## config.mk

```make
export PLATFORM = sky130hd
export DESIGN_NAME = ex_mem_latch
export DESIGN_NICKNAME = d
export VERILOG_FILES = /design/src/rtl/ex_mem_latch.sv
export SDC_FILE = /design/constraint.sdc
export NUM_CORES = 1
export LEC_CHECK = 0
export ABC_AREA = 0
export CORE_MARGIN = 2
export CORE_UTILIZATION = 55
export DETAILED_ROUTE_END_ITERATION = 6
export DONT_BUFFER_PORTS = 1
export GPL_ROUTABILITY_DRIVEN = 0
export PLACE_DENSITY = 0.7
export REMOVE_ABC_BUFFERS = 1
export SYNTH_ARGS = -nofsm -noshare
export SYNTH_HDL_FRONTEND = slang
export SYNTH_SLANG_ARGS = --single-unit
```

## constraint.sdc

```tcl
create_clock -name clock -period 4 [get_ports clock]
set_input_delay 0.8 -clock clock [delete_from_list [all_inputs] [get_ports clock]]
set_output_delay 0.8 -clock clock [all_outputs]
set_load 0.1 [all_outputs]
```

## src/rtl/ex_mem_latch.sv

```systemverilog
// EX/MEM pipeline latch with exception capture and a short IF/ID/EX squash window.
// Overflow or divide-by-zero drops the instruction's side effects and records its EPC.
module ex_mem_latch #(
  parameter int unsigned FLUSH_CYCLES = 2
) (
  input  logic        clock,
  input  logic        reset_n,
  input  logic        Stall,
  input  logic        Flush,
  input  logic        Valid_in,
  input  logic [31:0] ALU_result_in,
  input  logic [31:0] Store_data_in,
  input  logic [31:0] PC_plus_4_in,
  input  logic [4:0]  Write_back_address_in,
  input  logic        Register_write_in,
  input  logic        Memory_read_in,
  input  logic        Memory_write_in,
  input  logic        IO_read_in,
  input  logic        IO_write_in,
  input  logic        Memory_or_IO_in,
  input  logic        Jal_in,
  input  logic        Jalr_in,
  input  logic        Bgezal_in,
  input  logic        Bltzal_in,
  input  logic        Overflow_in,
  input  logic        Divide_zero_in,
  output logic [31:0] ALU_result_ex_mem,
  output logic [31:0] Store_data_ex_mem,
  output logic [31:0] PC_plus_4_ex_mem,
  output logic [4:0]  Write_back_address_ex_mem,
  output logic        Register_write_ex_mem,
  output logic        Memory_read_ex_mem,
  output logic        Memory_write_ex_mem,
  output logic        IO_read_ex_mem,
  output logic        IO_write_ex_mem,
  output logic        Memory_or_IO_ex_mem,
  output logic        Jal_ex_mem,
  output logic        Jalr_ex_mem,
  output logic        Bgezal_ex_mem,
  output logic        Bltzal_ex_mem,
  output logic        Valid_ex_mem,
  output logic [1:0]  Exception_code,
  output logic [31:0] EPC,
  output logic        Flush_request
);

  localparam logic [0:0] StIdle     = 1'b0;
  localparam logic [0:0] StFlushing = 1'b1;

  // Bits 9..5 carry architectural side effects and are dropped on an exception.
  localparam logic [9:0] KeepOnExc = 10'b00000_11111;

  logic [0:0]  state_q, state_d;
  logic [2:0]  cnt_q, cnt_d;
  logic [9:0]  ctrl_in, ctrl_q, ctrl_d;
  logic        valid_q, valid_d;
  logic [1:0]  code_q, code_d;
  logic [31:0] epc_q, epc_d;
  logic [31:0] alu_q, store_q, pc4_q;
  logic [4:0]  wb_q;
  logic        take_exc, bubble;

  assign ctrl_in = {Register_write_in, Memory_read_in, Memory_write_in, IO_read_in, IO_write_in,
                    Memory_or_IO_in, Jal_in, Jalr_in, Bgezal_in, Bltzal_in};

  always_comb begin
    take_exc = (state_q == StIdle) && !Flush && Valid_in && (Overflow_in || Divide_zero_in);
    bubble   = Flush || !Valid_in || (state_q == StFlushing);
    state_d  = state_q;
    cnt_d    = cnt_q;
    code_d   = code_q;
    epc_d    = epc_q;
    valid_d  = !bubble;
    ctrl_d   = ctrl_in;
    if (bubble) begin
      ctrl_d = '0;
    end else if (take_exc) begin
      ctrl_d = ctrl_in & KeepOnExc;
    end
    if (state_q == StFlushing) begin
      cnt_d = cnt_q - 3'd1;
      if (cnt_q <= 3'd1) begin
        state_d = StIdle;
      end
    end else if (take_exc) begin
      state_d = StFlushing;
      cnt_d   = 3'(FLUSH_CYCLES);
      code_d  = Overflow_in ? 2'b01 : 2'b10;
      epc_d   = PC_plus_4_in - 32'd4;
    end
  end

  always_ff @(posedge clock or negedge reset_n) begin
    if (!reset_n) begin
      state_q <= StIdle;
      cnt_q   <= '0;
      ctrl_q  <= '0;
      valid_q <= 1'b0;
      code_q  <= '0;
      epc_q   <= '0;
      alu_q   <= '0;
      store_q <= '0;
      pc4_q   <= '0;
      wb_q    <= '0;
    end else if (!Stall) begin
      state_q <= state_d;
      cnt_q   <= cnt_d;
      ctrl_q  <= ctrl_d;
      valid_q <= valid_d;
      code_q  <= code_d;
      epc_q   <= epc_d;
      alu_q   <= ALU_result_in;
      store_q <= Store_data_in;
      pc4_q   <= PC_plus_4_in;
      wb_q    <= Write_back_address_in;
    end
  end

  assign {Register_write_ex_mem, Memory_read_ex_mem, Memory_write_ex_mem, IO_read_ex_mem,
          IO_write_ex_mem, Memory_or_IO_ex_mem, Jal_ex_mem, Jalr_ex_mem, Bgezal_ex_mem,
          Bltzal_ex_mem} = ctrl_q;

  assign ALU_result_ex_mem         = alu_q;
  assign Store_data_ex_mem         = store_q;
  assign PC_plus_4_ex_mem          = pc4_q;
  assign Write_back_address_ex_mem = wb_q;
  assign Valid_ex_mem              = valid_q;
  assign Exception_code            = code_q;
  assign EPC                       = epc_q;
  assign Flush_request             = (state_q == StFlushing);

endmodule

```

==> results.md, run 1 <==
* Outcome: complete, but fails checks
* Failing checks: negative hold slack
* Final min period at between 2000 and 2500 ps
* Largest cells by area after synthesis: dfrtp_1 (62%), mux2_2 (19%), o21ai_0 (2.6%), nand2_1 (2.5%), xor2_1 (2.3%)
* Sequential-to-total area share from yosys stat at between 60% and 70%
* H-tree levels at 4
* Worst Setup End Kind: primary output
* Startpoint Class: flop
* Routing usage on met3 at 10.40%
* CTS tree: yes
* Int Power at about 3 mW
* IO Count at ~270
* Cells after Synth at 451
* Synth-to-layout area growth at 11.94%
* Drt wl/cell at between 20 and 25 um
* Combinational power share at 6.7%
* Clock Path Buffers at 2
* Rel. slew slack at 31.88%
* Die W at 109.1 um
* Cell with the most instances after synthesis: dfrtp_1
* Arr. time, crit path at 1530 ps
* First-pass iteration count of the detailed router at 4
* Core Rows at 38
* Synth top cells by count: dfrtp_1 (150), mux2_2 (101), nand2_1 (41)
* Iteration-0 DRC count of the detailed router at 138
* Crit path from: EPC[3]$_DFFE_PN0P_
* Register share of total power at about two thirds
* Setup-failing EPs final at 0
* Remaining DRCs at 0
* Fin. max-slew vios at 0
* CP max FO at 2
* Syn Area/Cell at 13.48 um^2
* Layout cell share with drive strength beyond 1 at between 30% and 40%
* GR Layer Usage met2 at between 30% and 40%
* Unrepaired setup endpoints after global routing: false
* PortBufs at 0
* Tot Pwr at between 6 and 7 mW
* Initial antenna violation count at 1
* Placed wire-length estimate at just over 9 mm
* Final Hold Fails at 37
* Crit path kind: reg -> out
* Pin count of the biggest net entering global routing at between 150 and 200
* Net Sw Power at ~3.0 mW
* R2R Path Start: Flush_request$_DFFE_PN0N_
* Via Count at about 3600
* FILL cells at approximately 820
* Hold WS at -24.86 ps
* Top cell type's share of synthesized area at about three fifths
* Sw frac at between 50% and 60%
* Synthesized area at approximately 6100 um^2
* PwrDens at between 800 and 900 nW/um^2
* Synth Warn # at 0
* DRT Wirelength at between 10 and 15 mm
* Grt ovf at 0
* WP data required at ~3200 ps
* Die area at around 12000 um^2
* Clock power share at a little over a quarter
* Post-layout nets at about 570
* Grt peak-use layer: met2
* Final worst-path cycle share at between 50 and 60%
* Chip Height at roughly 110 um
* Worst Clk Skew at around 4.7 ps
* GR Layer Usage met1 at a little over a quarter
* Number of synthesized register bits at 150
* DRT antenna net count at 0
* Core ar. at about 11000 um^2
* TritonCTS buffer count at 17
* Leading area contributor after synthesis: dfrtp_1
* FMAX at approximately 430 MHz
* Worst min path class: in -> async
* Asr flop ratio synth at 100.0%
* Number of max-cap violations at 0
* Setup TNS at 0 ps
* Ys flop type: dfrtp_1
* EDFF count, synth at 0
* Post-CTS setup buffers at 0
* Tightest Pin Transition at 1022 ps
* Post-DR vias/cell at 5.901
* Vias in the first global route at ~3800
* Clock sinks at 150
* Worst skew pair latency at between 500 and 600 ps
* CTS Root Cell: clkbuf_8
* Initial Utilization at between 50 and 60%
* R2r setup slk at roughly 1900 ps
* Global-route wire length before repair at around 20 mm
* Worst vdd rail ir drop at 0.0004551 V
* Clock-pin transition on the worst setup and hold timing paths at about 60 ps
* Leak Pwr at between 2 and 3 nW
* Yosys cell types at 37
* GRT Total Usage at 23.03%
[power groups by stage]
stage	logic (mW)	clock network, mW	registers [mW]
detailed placement	0.407	0	4.00
finish	0.402	1.65	3.97
CTS	0.409	1.68	3.98
global placement	0.384	0	3.99
global route	0.459	1.75	4.01
floorplan	0.299	0	3.95
[layout make-up]
cell class,count,area (um^2),area share [%]
antenna,1,2.502,0.03677
clock buffer,20,435.4,6.398
clock inverter,12,176.4,2.592
inverter,5,18.77,0.2758
multi-input combinational,273,2221,32.63
sequential,150,3754,55.16
tap,140,175.2,2.574
timing repair buffer,3,22.52,0.3309
[through the flow]
| stage | cell area, um^2 | util [%] | setup slack [ps] | cells | hold slack [ps] |
|---|---|---|---|---|---|
| global route | 6805 | 63.05 | 1609 | 604 | -58.70 |
| floorplan | 5982 | - | 574.1 | 428 | 479.0 |
| detailed placement | 6191 | 57.36 | 1317 | 571 | 506.2 |
| finish | 6805 | 63.05 | 1669 | 604 | -24.86 |
| global placement | 6191 | 57.36 | 1315 | 571 | 492.5 |
| CTS | 6803 | 63.03 | 1624 | 603 | -58.20 |
[placed cells by master (no fill, tap or decap), types with 2 or more instances in the layout]
master,count
dfrtp_1,150
mux2_2,101
nand2_1,41
o21ai_0,32
xor2_1,16
clkbuf_16,16
xnor2_1,12
a22o_1,10
nor3_1,9
nor2_1,7
inv_1,5
nand3_1,5
nor4_1,5
or3_1,4
bufinv_16,4
nand4_1,3
nand4b_1,3
ha_1,3
clkinv_2,3
buf_4,3
nor4_2,2
nand3b_1,2
a21oi_1,2
o31ai_1,2
a21o_1,2
clkbuf_8,2
clkbuf_1,2
clkinv_4,2
clkinvlp_4,2
[worst paths after layout]
kind,end,depth (start not counted)
setup / recovery,EPC[3],0
hold / removal,Store_data_ex_mem[26]$_DFFE_PN0N_,0
setup reg to reg,EPC[16]$_DFFE_PN0P_,7
hold reg to reg,cnt_q[1]$_DFFE_PN0P_,2
max in group asynchronous,EPC[31]$_DFFE_PN0P_,0
min in group clock,Exception_code[1]$_DFFE_PN0P_,1
[kinds of logic after synthesis]
kind of cell               count (synthesis)  share of synthesized area (%)
DFF                                      150                          61.74
AOI/OAI and AO/OA                         51                          5.083
muxes                                    101                          18.71
and+or+nand+nor                           90                          7.903
buffers and inverters                     28                          1.914
xor gates and xnor gates                  28                          4.034
adders and majority gates                  3                         0.6175
[routing by layer]
layer | share of wire, % | wire length, um
met1 | 37 | 4901
met2 | 50 | 6711
met3 | 10 | 1358
met4 | 2.5 | 335
met5 | 0 | 0
[what timing repair did]
| item | 4_1_cts | 5_1_grt |
|---|---|---|
| setup endpoints to repair | 0 | 0 |
| resized for setup | 0 | 0 |
| endpoints found under the hold margin | 150 | 150 |
[state kept, by name (all words and copies together), names as in the netlist]
| name | flops |
|---|---|
| Valid_ex_mem | 1 |
| EPC | 32 |
| ALU_result_ex_mem | 32 |
| PC_plus_4_ex_mem | 32 |
| cnt_q | 3 |
| Write_back_address_ex_mem | 5 |
| Exception_code | 2 |
| ctrl_q | 10 |
| Flush_request | 1 |
| Store_data_ex_mem | 32 |
Note: power is estimated with default switching activity, not from simulation.
==> run 2, diff against run 1 <==
Settings changed: PLACE_DENSITY 0.7 to 0.73.
Clock period 4 ns to 2 ns, I/O delays scaled along.
==> run 2 against run 1 <==
The flow still finishes with violations (negative hold slack). Combinational power increased to 9.4 times the previous value. Register-to-register slack lost 1700 ps. Non-clock buffer count increased by 73. Largest cell class unchanged.
==> results.md, run 2 (same netlist as run 1, synthesis figures left out) <==
* DRT Wirelength at ~14 mm
* Final Hold Fails at 150
* Clock-pin transition on the worst setup and hold timing paths at 70 ps
* Final worst-path cycle share at between 90% and 100%
* Die area at roughly 12000 um^2
* CP max FO at 2
* CTS resizes at 0
* Crit path kind: reg -> out
* WP data required at approximately 1600 ps
* DRT antenna net count at 0
* PnR worst setup slack at approximately 100 ps
* Rel. slew slack at 35.23%
* Hold WS at -426.5 ps
* Outcome: complete, but fails checks
* Startpoint Class: flop
* Fin. max-slew vios at 0
* Layout cell share with drive strength beyond 1 at around 38%
* Number of max-cap violations at 0
* Core ar. at ~11000 um^2
* Chip Height at 109.1 um
* Grt ovf at 0
* IO Count at roughly 270
* Worst vdd rail ir drop at around 0.0011 V
* GRT Total Usage at 23.21%
* Final min period at between 1500 and 2000 ps
* Global-route wire length before repair at roughly 21 mm
* Worst r2r path cells at 6
* Crit path to: Store_data_ex_mem[31]
* Post-layout nets at roughly 640
* Worst Clk Skew at roughly 3.3 ps
* Worst skew pair latency at around 520 ps
* TritonCTS buffer count at 17
* Remaining DRCs at 0
* Die W at around 110 um
* Placed wire-length estimate at ~9.5 mm
* PortBufs at 0
* Unrepaired setup endpoints after global routing: false
* Leak Pwr at 3.241 nW
* Core Rows at 38
* Most frequent cells in the layout: dfrtp_1 (150), mux2_2 (101), buf_4 (58), nand2_1 (41), o21ai_0 (32)
* Clock Path Buffers at 2
* Drt wl/cell at roughly 21 um
* Initial antenna violation count at 0
* CTS tree: yes
* Crit path from: Store_data_ex_mem[31]$_DFFE_PN0N_
* Worst r2r dst: EPC[12]$_DFFE_PN0P_
* Synth-to-layout area growth at 21.61%
* Worst min path class: in -> async
* Failing checks: negative hold slack
* Worst Setup End Kind: primary output
* Initial Utilization at between 50% and 60%
* Setup-failing EPs final at 0
* Iteration-0 DRC count of the detailed router at slightly below 200
* PwrDens at between 1500 and 2000 nW/um^2
* Commonest non-fill, non-tap cell in the layout: dfrtp_1
* Ant. Diodes at 0
* Dpl ws at -179.4 ps
* R2R Path Start: Flush_request$_DFFE_PN0N_
* Post-DR vias/cell at roughly 5.6
* FMAX at between 500 and 600 MHz
* Clock sinks at 150
* Via Count at ~3800
* Tightest Pin Transition at just under 1000 ps
* Arr. time, crit path at 1500 ps
* Vias in the first global route at 4065
* First-pass iteration count of the detailed router at 4
* CTS Root Cell: clkbuf_8
* Pin count of the biggest net entering global routing at roughly 150
* Critical path depth in cells at 0
* H-tree levels at 4
* Tot Pwr at 12.48 mW
* R2r setup slk at around 250 ps
-- run 2: changes by cell type in the layout (fill, tap and decap cells not counted), sizes merged --
cell and change:
buf +56, diode -1, inv +1, bufinv -2
dlygate4sd3 +17, clkinvlp +1
-- run 2: layout make-up --
class / instances / area (um^2)
clock buffer: 20 / 455.4
clock inverter: 12 / 143.9
fill: 767 / 3400
inverter: 5 / 18.77
multi-input combinational: 273 / 2221
sequential: 150 / 3754
tap: 140 / 175.2
timing repair buffer: 76 / 625.6
-- run 2: report_power, final --
part           switching [mW]  total, mW  internal (mW)
Combinational            2.94       3.76          0.825
Clock                    1.27       3.17           1.89
Sequential               1.99       5.55           3.56
Total                    6.20       12.5           6.28
-- run 2: per-stage QoR --
| step | utilization [%] | area (um^2) | hold slack [ps] | setup TNS, ps | cells |
|---|---|---|---|---|---|
| 6_report | 68.50 | 7393 | -426.5 | 0 | 676 |
| 3_5_place_dp | 61.37 | 6624 | 107.0 | -686.8 | 627 |
| 3_3_place_gp | 61.37 | 6624 | 106.9 | -566.0 | 627 |
| 2_1_floorplan | - | 5982 | 104.4 | -44180 | 428 |
| 5_1_grt | 68.50 | 7393 | -460.7 | 0 | 676 |
| 4_1_cts | 67.39 | 7273 | -449.6 | 0 | 664 |
-- run 2: how the worst min path moves through the flow --
| stage | start | end |
|---|---|---|
| 6_report | reset_n | ALU_result_ex_mem[6]$_DFFE_PN0N_ |
| 5_1_grt | reset_n | Write_back_address_ex_mem[1]$_DFFE_PN0N_ |
| 4_1_cts | reset_n | Write_back_address_ex_mem[1]$_DFFE_PN0N_ |
| 3_5_place_dp | reset_n | Write_back_address_ex_mem[1]$_DFFE_PN0N_ |
| 3_3_place_gp | reset_n | Store_data_ex_mem[6]$_DFFE_PN0N_ |
| 2_1_floorplan | reset_n | ALU_result_ex_mem[0]$_DFFE_PN0N_ |
-- run 2: routing by layer --
metal	GRT usage [%]	vias to the layer above	wire (um)
met5	0	-	0
met4	11.17	0	418
met3	9.085	38	1283
met2	39.04	180	7281
met1	25.71	1820	4969
li1	-	1725	-
-- run 2: repair_timing --
item	4_1_cts	5_1_grt
buffers inserted	0	0
hold endpoints to repair	158	162
endpoints found under the setup margin	0	0
hold buffers	5	12
==> run 3, diff against run 2 <==
Settings changed: CORE_MARGIN 2 to unset.
==> run 3 against run 2 <==
The run still ends with negative hold slack left. Clock-buffer cell count unchanged. Wire length shrank 4.7%. Clock power grew 3%. Critical endpoint is now ALU_result_ex_mem[22]. Setup slack gained 11 ps. Global-route usage is 0.70 points higher. Flip-flop and latch count stayed put. Via count down 0.37%.
==> results.md, run 3 (same netlist as run 1, synthesis figures left out) <==
* Outcome: complete, but fails checks
* Dpl ws at -175.6 ps
* Initial antenna violation count at 0
* DRT Wirelength at between 10 and 15 mm
* Startpoint Class: flop
* CTS resizes at 0
* GRT Total Usage at 23.90%
* TritonCTS buffer count at 17
* Worst Clk Skew at 12.12 ps
* Clock Path Buffers at 2
* Post-CTS setup buffers at 0
* Via Count at around 3700
* Setup-failing EPs final at 0
* PwrDens at 1723 nW/um^2
* DRT antenna net count at 0
* Commonest non-fill, non-tap cell in the layout: dfrtp_1
* Die W at ~110 um
* WP data required at between 1500 and 2000 ps
* Drt wl/cell at 20.08 um
* Fin. max-slew vios at 0
* Final worst-path cycle share at 94.20%
* Failing checks: negative hold slack
* Crit path kind: reg -> out
* Clock-pin transition on the worst setup and hold timing paths at around 60 ps
* CTS Root Cell: clkbuf_8
* Layout cell share with drive strength beyond 1 at between 30% and 40%
* First-pass iteration count of the detailed router at 4
* H-tree levels at 4
* Post-layout nets at ~630
* Vias in the first global route at 4066
* IO Count at 265
* Pin count of the biggest net entering global routing at ~150
* Rel. slew slack at approximately 36%
* Core ar. at around 11000 um^2
* CTS Hold Bufs at 4
* CTS tree: yes
* Worst vdd rail ir drop at ~0.00096 V
* Multi-input logic area at 2221 um^2
* Final min period at between 1500 and 2000 ps
* Number of max-cap violations at 0
* Finished Core Util at 67.40%
* PnR worst setup slack at between 100 and 150 ps
* Worst Setup End Kind: primary output
* Post-DR vias/cell at between 5 and 6
* CP max FO at 2
* Iteration-0 DRC count of the detailed router at ~170
* FILL cells at between 700 and 800
* Initial Utilization at between 50% and 60%
* Remaining DRCs at 0
* Register Area at 3754 um^2
* PortBufs at 0
* Synth-to-layout area growth at 19.65%
* Arr. time, crit path at about 1500 ps
* Chip Height at between 100 and 150 um
* Global-route wire length before repair at about 21 mm
* Die area at 11480 um^2
* Final Hold Fails at 150
* Worst min path class: in -> async
* Most frequent cells in the layout: dfrtp_1 (150), mux2_2 (101), buf_4 (58), nand2_1 (41), o21ai_0 (32)
* Clock sinks at 150
* Ant. Diodes at 0
* Placed wire-length estimate at 9.366 mm
* Leak Pwr at roughly 3.2 nW
* Worst skew pair latency at ~500 ps
* FMAX at 530.8 MHz
* Tightest Pin Transition at between 900 and 1000 ps
* Core Rows at 38
* Hold WS at -420.2 ps
* Unrepaired setup endpoints after global routing: false
* Grt ovf at 0
run 3: changes by cell type in the layout (fill, tap and decap cells not counted), sizes merged:
cell         before  now
clkinvlp          3    2
bufinv            2    4
inv               7    6
clkinv            5    4
dlygate4sd3      17    4
run 3: cell type report:
class,instances,share of cell area [%]
flip-flops and latches,150,51.60
clock buffers,20,5.986
inverters,5,0.2580
multi-input cells,273,30.53
repair buffers,63,6.811
clock inverters,11,2.408
well taps,140,2.408
run 3: final timing paths:
check / from / end / slack, ps / cells after the start
setup / recovery: ALU_result_ex_mem[22]$_DFFE_PN0N_ / ALU_result_ex_mem[22] / 120 / 0
min in group clock: Memory_write_in / ctrl_q[7]$_DFFE_PN0N_ / 20 / 1
hold reg to reg: EPC[24]$_DFFE_PN0P_ / EPC[24]$_DFFE_PN0P_ / 480 / 2
max in group asynchronous: reset_n / EPC[1]$_DFFE_PN0P_ / 2230 / 0
hold / removal: reset_n / ALU_result_ex_mem[0]$_DFFE_PN0N_ / -420 / 0
setup reg to reg: Flush_request$_DFFE_PN0N_ / EPC[18]$_DFFE_PN0P_ / 290 / 6
run 3: per-stage QoR:
stage / cell area [um^2] / setup TNS, ps / cells / total power, mW
floorplan: 5982 / -44180 / 428 / 8.502
global placement: 6624 / -534.2 / 627 / 9.255
detailed placement: 6624 / -667.7 / 627 / 9.326
CTS: 7274 / 0 / 662 / 12.62
global route: 7274 / 0 / 662 / 12.93
finish: 7274 / 0 / 662 / 12.54
run 3: metal layers:
| metal | vias to the layer above | global-route usage [%] | part of all wire (%) |
|---|---|---|---|
| li1 | 1696 | - | - |
| met1 | 1854 | 26.82 | 38 |
| met2 | 177 | 40.92 | 52 |
| met3 | 22 | 8.450 | 8.1 |
| met4 | 0 | 10.67 | 2.1 |
| met5 | - | 0 | 0 |
run 3: report_power, final:
group	internal, mW	total [mW]	switching, mW
Combinational	0.809	3.71	2.90
Clock	2.06	3.28	1.22
Sequential	3.56	5.55	1.98
